--- src/rtl/neuron_pkg.sv ---
// Shared encodings and helpers for the streaming neuron datapath.
package neuron_pkg;

  localparam logic [1:0] ACT_IDENTITY = 2'b00;
  localparam logic [1:0] ACT_RELU     = 2'b01;
  localparam logic [1:0] ACT_LEAKY    = 2'b10;
  localparam logic [1:0] ACT_CLAMP    = 2'b11;

  localparam int unsigned LEAK_SHIFT = 2;

  typedef enum logic [1:0] {
    IDLE,
    ACCUM,
    OUT
  } state_t;

  // Smallest r with 2**r >= v (0 for v <= 1).
  function automatic int unsigned clog2(input int unsigned v);
    int unsigned r;
    r = 0;
    for (int unsigned i = 0; i < 32; i++) begin
      if ((64'd1 << i) < 64'(v)) r++;
    end
    return r;
  endfunction

endpackage

--- src/rtl/neuron_lane_dot.sv ---
// Combinational LANES-wide masked multiply with sign-extended sum; lanes at or
// beyond i_cnt are dropped so a short final beat contributes only its valid elements.
module neuron_lane_dot #(
  parameter int unsigned LANES = 4,
  parameter int unsigned X_W   = 8,
  parameter int unsigned W_W   = 8,
  parameter int unsigned ACC_W = 22,
  parameter int unsigned CNT_W = 3
) (
  input  logic [LANES*X_W-1:0]    i_x,
  input  logic [LANES*W_W-1:0]    i_w,
  input  logic [LANES-1:0]        i_mask,
  input  logic [CNT_W-1:0]        i_cnt,
  output logic signed [ACC_W-1:0] o_sum
);

  logic signed [X_W+W_W-1:0] w_prod [LANES];

  always_comb begin
    o_sum = '0;
    for (int unsigned k = 0; k < LANES; k++) begin
      w_prod[k] = $signed(i_x[k*X_W +: X_W]) * $signed(i_w[k*W_W +: W_W]);
      if (i_mask[k] && (32'(i_cnt) > k)) o_sum = o_sum + ACC_W'(w_prod[k]);
    end
  end

endmodule

--- src/rtl/neuron_mac_lanes.sv ---
// Streaming neuron: y = act(sum(mask ? x*w : 0) + bias), LANES products per beat.
// Define NEURON_SAT_FLAG_EN to add the out_sat port (final saturation clipped).
module neuron_mac_lanes
  import neuron_pkg::*;
#(
  parameter int unsigned LANES      = 4,
  parameter int unsigned MAX_INPUTS = 16,
  parameter int unsigned X_W        = 8,
  parameter int unsigned W_W        = 8,
  parameter int unsigned B_W        = 32,
  parameter int unsigned OUT_W      = 16,
  parameter int unsigned X_FRAC     = 4,
  parameter int unsigned W_FRAC     = 4,
  parameter int unsigned B_FRAC     = 8,
  parameter int unsigned OUT_FRAC   = 8,
  parameter int unsigned GUARD_BITS = 2,
  localparam int unsigned LEN_W     = clog2(MAX_INPUTS + 1)
) (
  input  logic                    clk,
  input  logic                    rst_n,
  input  logic                    cmd_valid,
  output logic                    cmd_ready,
  input  logic signed [B_W-1:0]   cmd_bias,
  input  logic [LEN_W-1:0]        cmd_len,
  input  logic [1:0]              cmd_act,
  input  logic                    data_valid,
  output logic                    data_ready,
  input  logic [LANES*X_W-1:0]    data_x,
  input  logic [LANES*W_W-1:0]    data_w,
  input  logic [LANES-1:0]        data_mask,
  output logic                    out_valid,
  input  logic                    out_ready,
  output logic signed [OUT_W-1:0] out_data,
  output logic                    busy
`ifdef NEURON_SAT_FLAG_EN
  ,
  output logic                    out_sat
`endif
);

  localparam int unsigned FRAC_P = X_FRAC + W_FRAC;
  localparam int unsigned LOG_IN = (clog2(MAX_INPUTS) < 1) ? 1 : clog2(MAX_INPUTS);
  localparam int unsigned ACC_W  = X_W + W_W + LOG_IN + GUARD_BITS;
  localparam int unsigned ACC_W1 = ACC_W + 1;
  localparam int unsigned CNT_W  = clog2(LANES + 1);
  localparam int unsigned SH_BR  = (B_FRAC > FRAC_P) ? B_FRAC - FRAC_P : 1;
  localparam int unsigned SH_BL  = (B_FRAC < FRAC_P) ? FRAC_P - B_FRAC : 0;
  localparam int unsigned SH_QR  = (FRAC_P > OUT_FRAC) ? FRAC_P - OUT_FRAC : 1;
  localparam int unsigned SH_QL  = (FRAC_P < OUT_FRAC) ? OUT_FRAC - FRAC_P : 0;
  localparam int unsigned QW     = (ACC_W1 + SH_QL > OUT_W + 1) ? ACC_W1 + SH_QL : OUT_W + 1;
  localparam logic signed [QW-1:0] Q_MAX = QW'({1'b0, {(OUT_W-1){1'b1}}});
  localparam logic signed [QW-1:0] Q_MIN = ~Q_MAX;

  // Right shift with round-half-away-from-zero, done on the magnitude.
  function automatic logic signed [ACC_W-1:0] rshift_rnd(input logic signed [ACC_W-1:0] v,
                                                         input int unsigned sh);
    logic signed [ACC_W:0] m;
    m = ACC_W1'(v);
    if (v < 0) m = -m;
    m = (m + (ACC_W1'(1) <<< (sh - 1))) >>> sh;
    if (v < 0) m = -m;
    return ACC_W'(m);
  endfunction

  function automatic logic signed [ACC_W-1:0] align_bias(input logic signed [B_W-1:0] b);
    logic signed [ACC_W-1:0] v;
    v = ACC_W'(b);
    if (B_FRAC > FRAC_P) v = rshift_rnd(v, SH_BR);
    else if (B_FRAC < FRAC_P) v = v <<< SH_BL;
    return v;
  endfunction

  function automatic logic signed [ACC_W-1:0] activate(input logic signed [ACC_W-1:0] v,
                                                       input logic [1:0] act);
    logic signed [ACC_W-1:0] one;
    logic signed [ACC_W-1:0] r;
    one = ACC_W'(1) <<< FRAC_P;
    r   = v;
    case (act)
      ACT_RELU:  if (v < 0) r = '0;
      ACT_LEAKY: if (v < 0) r = v >>> LEAK_SHIFT;
      ACT_CLAMP: begin
        if (v > one) r = one;
        else if (v < -one) r = -one;
      end
      default:   r = v;
    endcase
    return r;
  endfunction

  function automatic logic signed [QW-1:0] requant(input logic signed [ACC_W-1:0] v);
    logic signed [QW-1:0] q;
    if (FRAC_P > OUT_FRAC) q = QW'(rshift_rnd(v, SH_QR));
    else q = QW'(v) <<< SH_QL;
    return q;
  endfunction

  function automatic logic signed [OUT_W-1:0] sat_out(input logic signed [QW-1:0] q);
    if (q > Q_MAX) return OUT_W'(Q_MAX);
    if (q < Q_MIN) return OUT_W'(Q_MIN);
    return OUT_W'(q);
  endfunction

`ifdef NEURON_SAT_FLAG_EN
  function automatic logic is_clipped(input logic signed [QW-1:0] q);
    return (q > Q_MAX) || (q < Q_MIN);
  endfunction
`endif

  state_t                  r_state;
  logic [1:0]              r_act;
  logic [LEN_W-1:0]        r_rem;
  logic signed [ACC_W-1:0] r_acc;
  logic                    r_cmd_ready;
  logic                    r_data_ready;
  logic                    r_out_valid;
  logic                    r_busy;
  logic signed [OUT_W-1:0] r_out_data;
`ifdef NEURON_SAT_FLAG_EN
  logic                    r_out_sat;
`endif

  logic signed [ACC_W-1:0] w_partial;
  logic signed [ACC_W-1:0] w_acc_next;
  logic signed [ACC_W-1:0] w_bias_al;
  logic [LEN_W-1:0]        w_len;
  logic [CNT_W-1:0]        w_cnt;
  logic                    w_last;
  logic signed [QW-1:0]    w_q_beat;
  logic signed [QW-1:0]    w_q_bias;

  neuron_lane_dot #(
    .LANES (LANES),
    .X_W   (X_W),
    .W_W   (W_W),
    .ACC_W (ACC_W),
    .CNT_W (CNT_W)
  ) u_dot (
    .i_x    (data_x),
    .i_w    (data_w),
    .i_mask (data_mask),
    .i_cnt  (w_cnt),
    .o_sum  (w_partial)
  );

  // r_rem counts elements still to arrive; it doubles as the final-beat lane limit.
  always_comb begin
    w_len      = (cmd_len > LEN_W'(MAX_INPUTS)) ? LEN_W'(MAX_INPUTS) : cmd_len;
    w_cnt      = (32'(r_rem) >= LANES) ? CNT_W'(LANES) : CNT_W'(r_rem);
    w_last     = (32'(r_rem) <= LANES);
    w_bias_al  = align_bias(cmd_bias);
    w_acc_next = r_acc + w_partial;
    w_q_beat   = requant(activate(w_acc_next, r_act));
    w_q_bias   = requant(activate(w_bias_al, cmd_act));
  end

  always_ff @(posedge clk or negedge rst_n) begin
    if (!rst_n) begin
      r_state      <= IDLE;
      r_act        <= '0;
      r_rem        <= '0;
      r_acc        <= '0;
      r_cmd_ready  <= 1'b1;
      r_data_ready <= 1'b0;
      r_out_valid  <= 1'b0;
      r_busy       <= 1'b0;
      r_out_data   <= '0;
`ifdef NEURON_SAT_FLAG_EN
      r_out_sat    <= 1'b0;
`endif
    end else begin
      case (r_state)
        IDLE: if (cmd_valid) begin
          r_act       <= cmd_act;
          r_rem       <= w_len;
          r_acc       <= w_bias_al;
          r_cmd_ready <= 1'b0;
          r_busy      <= 1'b1;
          if (w_len == '0) begin
            r_state     <= OUT;
            r_out_valid <= 1'b1;
            r_out_data  <= sat_out(w_q_bias);
`ifdef NEURON_SAT_FLAG_EN
            r_out_sat   <= is_clipped(w_q_bias);
`endif
          end else begin
            r_state      <= ACCUM;
            r_data_ready <= 1'b1;
          end
        end
        ACCUM: if (data_valid) begin
          r_acc <= w_acc_next;
          if (w_last) begin
            r_rem        <= '0;
            r_state      <= OUT;
            r_data_ready <= 1'b0;
            r_out_valid  <= 1'b1;
            r_out_data   <= sat_out(w_q_beat);
`ifdef NEURON_SAT_FLAG_EN
            r_out_sat    <= is_clipped(w_q_beat);
`endif
          end else begin
            r_rem <= r_rem - LEN_W'(LANES);
          end
        end
        OUT: if (out_ready) begin
          r_state     <= IDLE;
          r_out_valid <= 1'b0;
          r_busy      <= 1'b0;
          r_cmd_ready <= 1'b1;
        end
        default: r_state <= IDLE;
      endcase
    end
  end

  assign cmd_ready  = r_cmd_ready;
  assign data_ready = r_data_ready;
  assign out_valid  = r_out_valid;
  assign out_data   = r_out_data;
  assign busy       = r_busy;
`ifdef NEURON_SAT_FLAG_EN
  assign out_sat    = r_out_sat;
`endif

endmodule

--- config.mk ---
export PLATFORM = sky130hd
export DESIGN_NAME = neuron_mac_lanes
export DESIGN_NICKNAME = d
export VERILOG_FILES = /design/src/rtl/neuron_pkg.sv /design/src/rtl/neuron_lane_dot.sv /design/src/rtl/neuron_mac_lanes.sv
export SDC_FILE = /design/constraint.sdc
export NUM_CORES = 1
export LEC_CHECK = 0
export CAP_MARGIN = 40
export CORE_MARGIN = 5
export CORE_UTILIZATION = 30
export CTS_CLUSTER_SIZE = 24
export DETAILED_ROUTE_END_ITERATION = 16
export SKIP_CTS_REPAIR_TIMING = 1
export SLEW_MARGIN = 20
export SYNTH_ARGS = -nofsm -noshare
export SYNTH_HDL_FRONTEND = slang
export SYNTH_SLANG_ARGS = --single-unit
--- constraint.sdc ---
create_clock -name clk -period 21.3 [get_ports clk]
set_input_delay 2.13 -clock clk [delete_from_list [all_inputs] [get_ports clk]]
set_output_delay 2.13 -clock clk [all_outputs]
set_load 0.05 [all_outputs]
# Yosys cells after proc, flatten, opt, wreduce, memory -nomap -nowiden

Index checks and enable logic that the tools add are counted.

Add/subtract/negate cells: 5
Multiply operators: 4
$lt $le $gt $ge: 17
Equality and inequality tests: 14
Multiplexer cells: 76
Reduce and logical (&&, ||, !) cells: 16

Operator list:

| cell                 | count |
|---|---|
| $mux 22              | 12 |
| $mux 16              | 12 |
| $pmux 22 s3          | 2 |
| $add 22x16->22       | 3 |
| $mul 8x8->16         | 4 |
| $gt 22x10->1 const B | 2 |
| $gt 22x16->1 const B | 2 |
| $lt 22x1->1 const B  | 2 |
| $lt 22x16->1 const B | 2 |
| $lt 22x9->1 const B  | 2 |
| $pmux 22 s2          | 1 |
| $mux 21              | 2 |
| $pmux 16 s2          | 1 |
| $mux 1               | 30 |
| $add 22x22->22       | 1 |
| $mux 5               | 4 |
| $ne 2x2->1 const B   | 6 |
| $eq 2x2->1 const B   | 5 |
| $mux 2               | 5 |
| $pmux 5 s2           | 1 |
| $reduce_and 5->1     | 2 |
| $eq 2x1->1 const B   | 3 |
| $gt 3x1->1 const B   | 2 |
| $gt 3x2->1 const B   | 2 |
| 17 further kinds     | 24 |

Bits in registers: 51
Output and inout port bits: 20
Word-level logic and storage cells: 141

# Longest topological paths before layout

Depth in word-level cells: 30
Depth in mapped cells: 86

# Cells and area by module

Synthesis repeated with hierarchy kept, for this count alone.

Cells, all modules: 2325
Area total of the unflattened synthesis: 19755.2 um^2

Modules (own cells, without submodules):

| module           | instances | cells each | area each (um^2) |
|---|---|---|---|
| neuron_lane_dot  | 1         | 1653       | 14527.7 |
| neuron_mac_lanes | 1         | 672        | 5227.5 |

# Least setup slack after synthesis

No wires, ideal clock.

Path kind: input-to-reg
Start: input port data_w[0]
End: register r_out_data[9], in the netlist out_data[9]
Arrival: 19980 ps
Required time: 21206 ps
Setup slack: 1226 ps
Stages: 78
Path through: and2_1 -> ha_1 -> fa_1 -> inv_1 -> fa_1 -> inv_1 -> fa_1 -> ha_1 -> nor2b_1 -> o21ai_0 -> a21boi_0 -> nor3_1 -> fa_1 -> inv_1 -> fa_1 -> fa_1 -> inv_1 -> fa_1 -> (+42 left out) -> xnor2_1 -> xnor2_1 -> xnor3_1 -> buf_4 -> inv_1 -> nor2_1 -> nand2_1 -> ha_1 -> clkbuf_1 -> a31oi_1 -> nand2_1 -> o21ai_0 -> o22ai_1 -> a21oi_1 -> a21o_1 -> o31ai_4 -> a21bo_1 -> a221oi_2

Longest elaborated chain between the ends: 24

Ends and longest elaborated chain:

| element              | RTL line                | source |
|---|---|---|
| from (decl)          | neuron_mac_lanes.sv:29  | `input logic [LANES*W_W-1:0] data_w,` |
| $mul 8x8->16 *       | neuron_lane_dot.sv:22   | `w_prod[k] = $signed(i_x[k*X_W +: X_W]) * $signed(i_w[k*W_W +: W_W]);` |
| $mux 22 *            | neuron_lane_dot.sv:23   | `if (i_mask[k] && (32'(i_cnt) > k)) o_sum = o_sum + ACC_W'(w_prod[k]);` |
| $add 22x16->22       | neuron_lane_dot.sv:23   |  |
| $mux 22 *            | neuron_lane_dot.sv:23   |  |
| $add 22x16->22       | neuron_lane_dot.sv:23   |  |
| $mux 22 *            | neuron_lane_dot.sv:23   |  |
| $add 22x16->22       | neuron_lane_dot.sv:23   |  |
| $mux 22 *            | neuron_lane_dot.sv:23   |  |
| (+8 left out)        | n/a                     |  |
| $mux 1               | neuron_mac_lanes.sv:193 | `if (w_last) begin` |
| $mux 1               | neuron_mac_lanes.sv:191 | `ACCUM: if (data_valid) begin` |
| $mux 1               | neuron_mac_lanes.sv:172 | `case (r_state)` |
| $mux 16              | neuron_mac_lanes.sv:101 | `return OUT_W'(q);` |
| $mux 16 *            | neuron_mac_lanes.sv:100 | `if (q < Q_MIN) return OUT_W'(Q_MIN);` |
| $mux 16 *            | neuron_mac_lanes.sv:193 |  |
| $mux 16 *            | neuron_mac_lanes.sv:191 |  |
| $pmux 16 s2 *        | neuron_mac_lanes.sv:172 |  |
| to (signal assigned) | neuron_mac_lanes.sv:182 | `r_out_data <= sat_out(w_q_bias);` |
| to (signal assigned) | neuron_mac_lanes.sv:198 | `r_out_data <= sat_out(w_q_beat);` |
| to (decl)            | neuron_mac_lanes.sv:118 | `logic signed [OUT_W-1:0] r_out_data;` |

Mark *: on every way between the ends. The rest lies on a longest branch, timed or not. The select of a mux whose other input is x is not followed.
A chain may end at the register's enable or synchronous reset.

# Final worst setup path

Start: input port data_w[1]
End: register r_out_data[11], in the netlist out_data[11]

The elaborated chain is that of the path after synthesis.

==> metrics <==
status complete, no violations; Post-Route WL 49200 um; final hold viol count 0; endpoints failing setup 0; first-pass iteration count of the detailed router 5; core area 0.0632 mm2; most frequent CP cell fa_1; CP Launch Type primary input; Site Rows 92; Slowest cell on crit path fa_1; WP data required 21.50 ns; Die Area 0.0690 mm2; Area growth syn-to-layout 21.5%; dpl ws -0.360 ns; clk root buf clkbuf_16; most frequent cells in the layout inv_1, fa_1, nand2_1; first-pass GRT wire length 85400 um; fin worst setup slack 1.10 ns; fraction of registers with async set/reset 100%; number of global-route vias before repair 16839; port bufs 121; maxcap violations 0; initial DRC count 698; number of nets in the layout 3181; largest family of logic cells by synthesized area adder cells; post-synthesis simple-gate area fraction 17.1%; fin crit period 20.20 ns; vias per inst 4.74; syn nets 2893; Hold WC Path Type flip-flop to flip-flop; CP max FO 7; crit share post-route 94.8%; DR WL met2 23900 um; Metal-1 WL 23300 um; Avg Synthesized Cell Area 8.50 um2; max_slew headroom 41.5%; Max H-tree Level 2; Max Clk Rate 49.5 MHz; Initial Utilization 30.3%; Num CTS Buffers 5; clk sinks 51; CTS tree built; kind of critical path primary input to flip-flop; Placer Congestion 0.861; synthesized-area fraction occupied by adder cells 47.3%; placed instance area 0.0227 mm2; Top Layer Used met5; clk_skew 0.00953 ns; layout cells sized above 1 11.9%; EDFF count, synth 0; Max stage delay on crit path 0.54 ns; pin count of the biggest net entering global routing 52; Mapped Cells 2254; Overflow after GRT 0; DP Wirelength 42600 um; I/O Pins 132; multiplexer share of the synthesized area 1.40%; Max Slew Vio Count 0; Skew-Pair Late Insertion Delay 0.30 ns; Synth Area in XOR/XNOR 3.23%; # DRC 0; mapped cell area 0.0192 mm2; YS warnings 0; Final ANT Viol Nets 0; Die Ht 263 um; Final Core Density 36.8%; overall routing resource usage 14.5%; distinct cell type count after synthesis 84; die span in x 263 um; Design Area, Final 0.0233 mm2; top_reg_cell synth dfrtp_1; Synth Register Bits 51; Critical Path AT 20.40 ns; initial antenna violation count 1; WL per Instance 14.5 um; commonest non-fill, non-tap cell in the layout inv_1; compound-cell area share of the yosys netlist 15.4%; CP Capture Type flip-flop; DR vias 16067; Longest Clk Path Bufs 2; sequential fraction of the synthesis area 6.67%; metal3 WL 1480 um; Worst-path clk slew 0.07 ns; Least-Margin Pin Slew 0.874 ns
metal layers:
| layer | global-route usage (%) | vias up |
|---|---|---|
| met5 | 0 | - |
| met4 | 1.60 | 2 |
| met3 | 1.14 | 27 |
| met2 | 25.2 | 230 |
| met1 | 20.6 | 7878 |
| li1 | - | 7930 |
metrics by stage:
stage | cells | hold slack [ns] | setup TNS, ns
2_1_floorplan | 2254 | 0.456 | 0
3_3_place_gp | 3369 | 0.474 | -4.17
3_5_place_dp | 3372 | 0.479 | -4.57
4_1_cts | 3380 | 0.497 | -1.48
5_1_grt | 3389 | 0.523 | -0.0266
6_report | 3390 | 0.498 | 0
cells in the mapped netlist, types with 8 or more instances:
cell | count | area, um2
inv_1 | 400 | 1500
a211oi_1 | 20 | 150
o22ai_1 | 16 | 100
nand4_1 | 9 | 56.3
a21o_1 | 22 | 165
a21boi_0 | 17 | 128
xnor2_1 | 50 | 438
nor4_1 | 11 | 68.8
nand2_1 | 232 | 871
clkbuf_1 | 39 | 146
dfrtp_1 | 50 | 1250
or4_1 | 8 | 60.1
xor2_1 | 18 | 158
mux2i_1 | 11 | 110
nand3_1 | 12 | 60.1
a221oi_1 | 10 | 87.6
a21oi_1 | 112 | 561
a31oi_1 | 22 | 138
o21ai_0 | 135 | 676
nor3_1 | 19 | 95.1
fa_1 | 328 | 6570
a211o_1 | 9 | 78.8
nor2b_1 | 13 | 81.3
o21a_1 | 21 | 158
ha_1 | 199 | 2490
nand2b_1 | 32 | 200
nor2_1 | 139 | 522
nor3b_1 | 11 | 82.6
and2_1 | 150 | 938
o31ai_1 | 9 | 67.6
o211ai_1 | 10 | 75.1
mux2_2 | 14 | 158
or3_1 | 8 | 50.1
cell families (layout without fill, tap and decap cells):
family | after synthesis | in the layout
buffers and inverters | 450 | 739
AO/OA/AOI/OAI | 463 | 463
adder cells (fa/ha/maj) | 528 | 528
XOR/XNOR | 69 | 69
other | 0 | 1
multiplexers | 25 | 25
flip-flops | 51 | 51
AND/OR/NAND/NOR | 668 | 668
worst max-delay path: cells and delay by family:
kind,cells,cell delay [ns]
adder cells (fa/ha/maj),26,10.59
XOR/XNOR,5,0.76
AND/OR/NAND/NOR,13,1.80
buffers and inverters,16,1.42
multiplexers,1,0.30
AO/OA/AOI/OAI,22,3.34
state kept, by name, summed over array words and instances, names as in the netlist, 2 cells and up:
name and flops:
out_data 16, r_acc 22, r_act 2, r_rem 5
r_state 2
worst paths after layout:
path	start	endpoint	slack [ns]	cells past startpoint
setup / recovery	data_w[1]	out_data[11]	1.10	83
hold / removal	r_acc[20]	r_acc[20]	0.50	2
setup reg to reg	r_rem[3]	out_data[11]	3.90	80
hold reg to reg	r_acc[20]	r_acc[20]	0.50	2
max in group asynchronous	rst_n	r_acc[21]	18.88	2
min in group asynchronous	rst_n	out_data[3]	1.96	2
cell type report:
type / count / area [um2]
diodes: 1 / 2.50
clock buffers: 5 / 125
flip-flops and latches: 51 / 1280
well taps: 846 / 1060
clock inverters: 3 / 43.8
repair buffers: 329 / 2830
fillers: 6499 / 39900
multi-input cells: 1753 / 16400
inverters: 402 / 1510
Power is not shown: default switching activity piles up to over one toggle a cycle in this logic, so the estimate is an artifact.
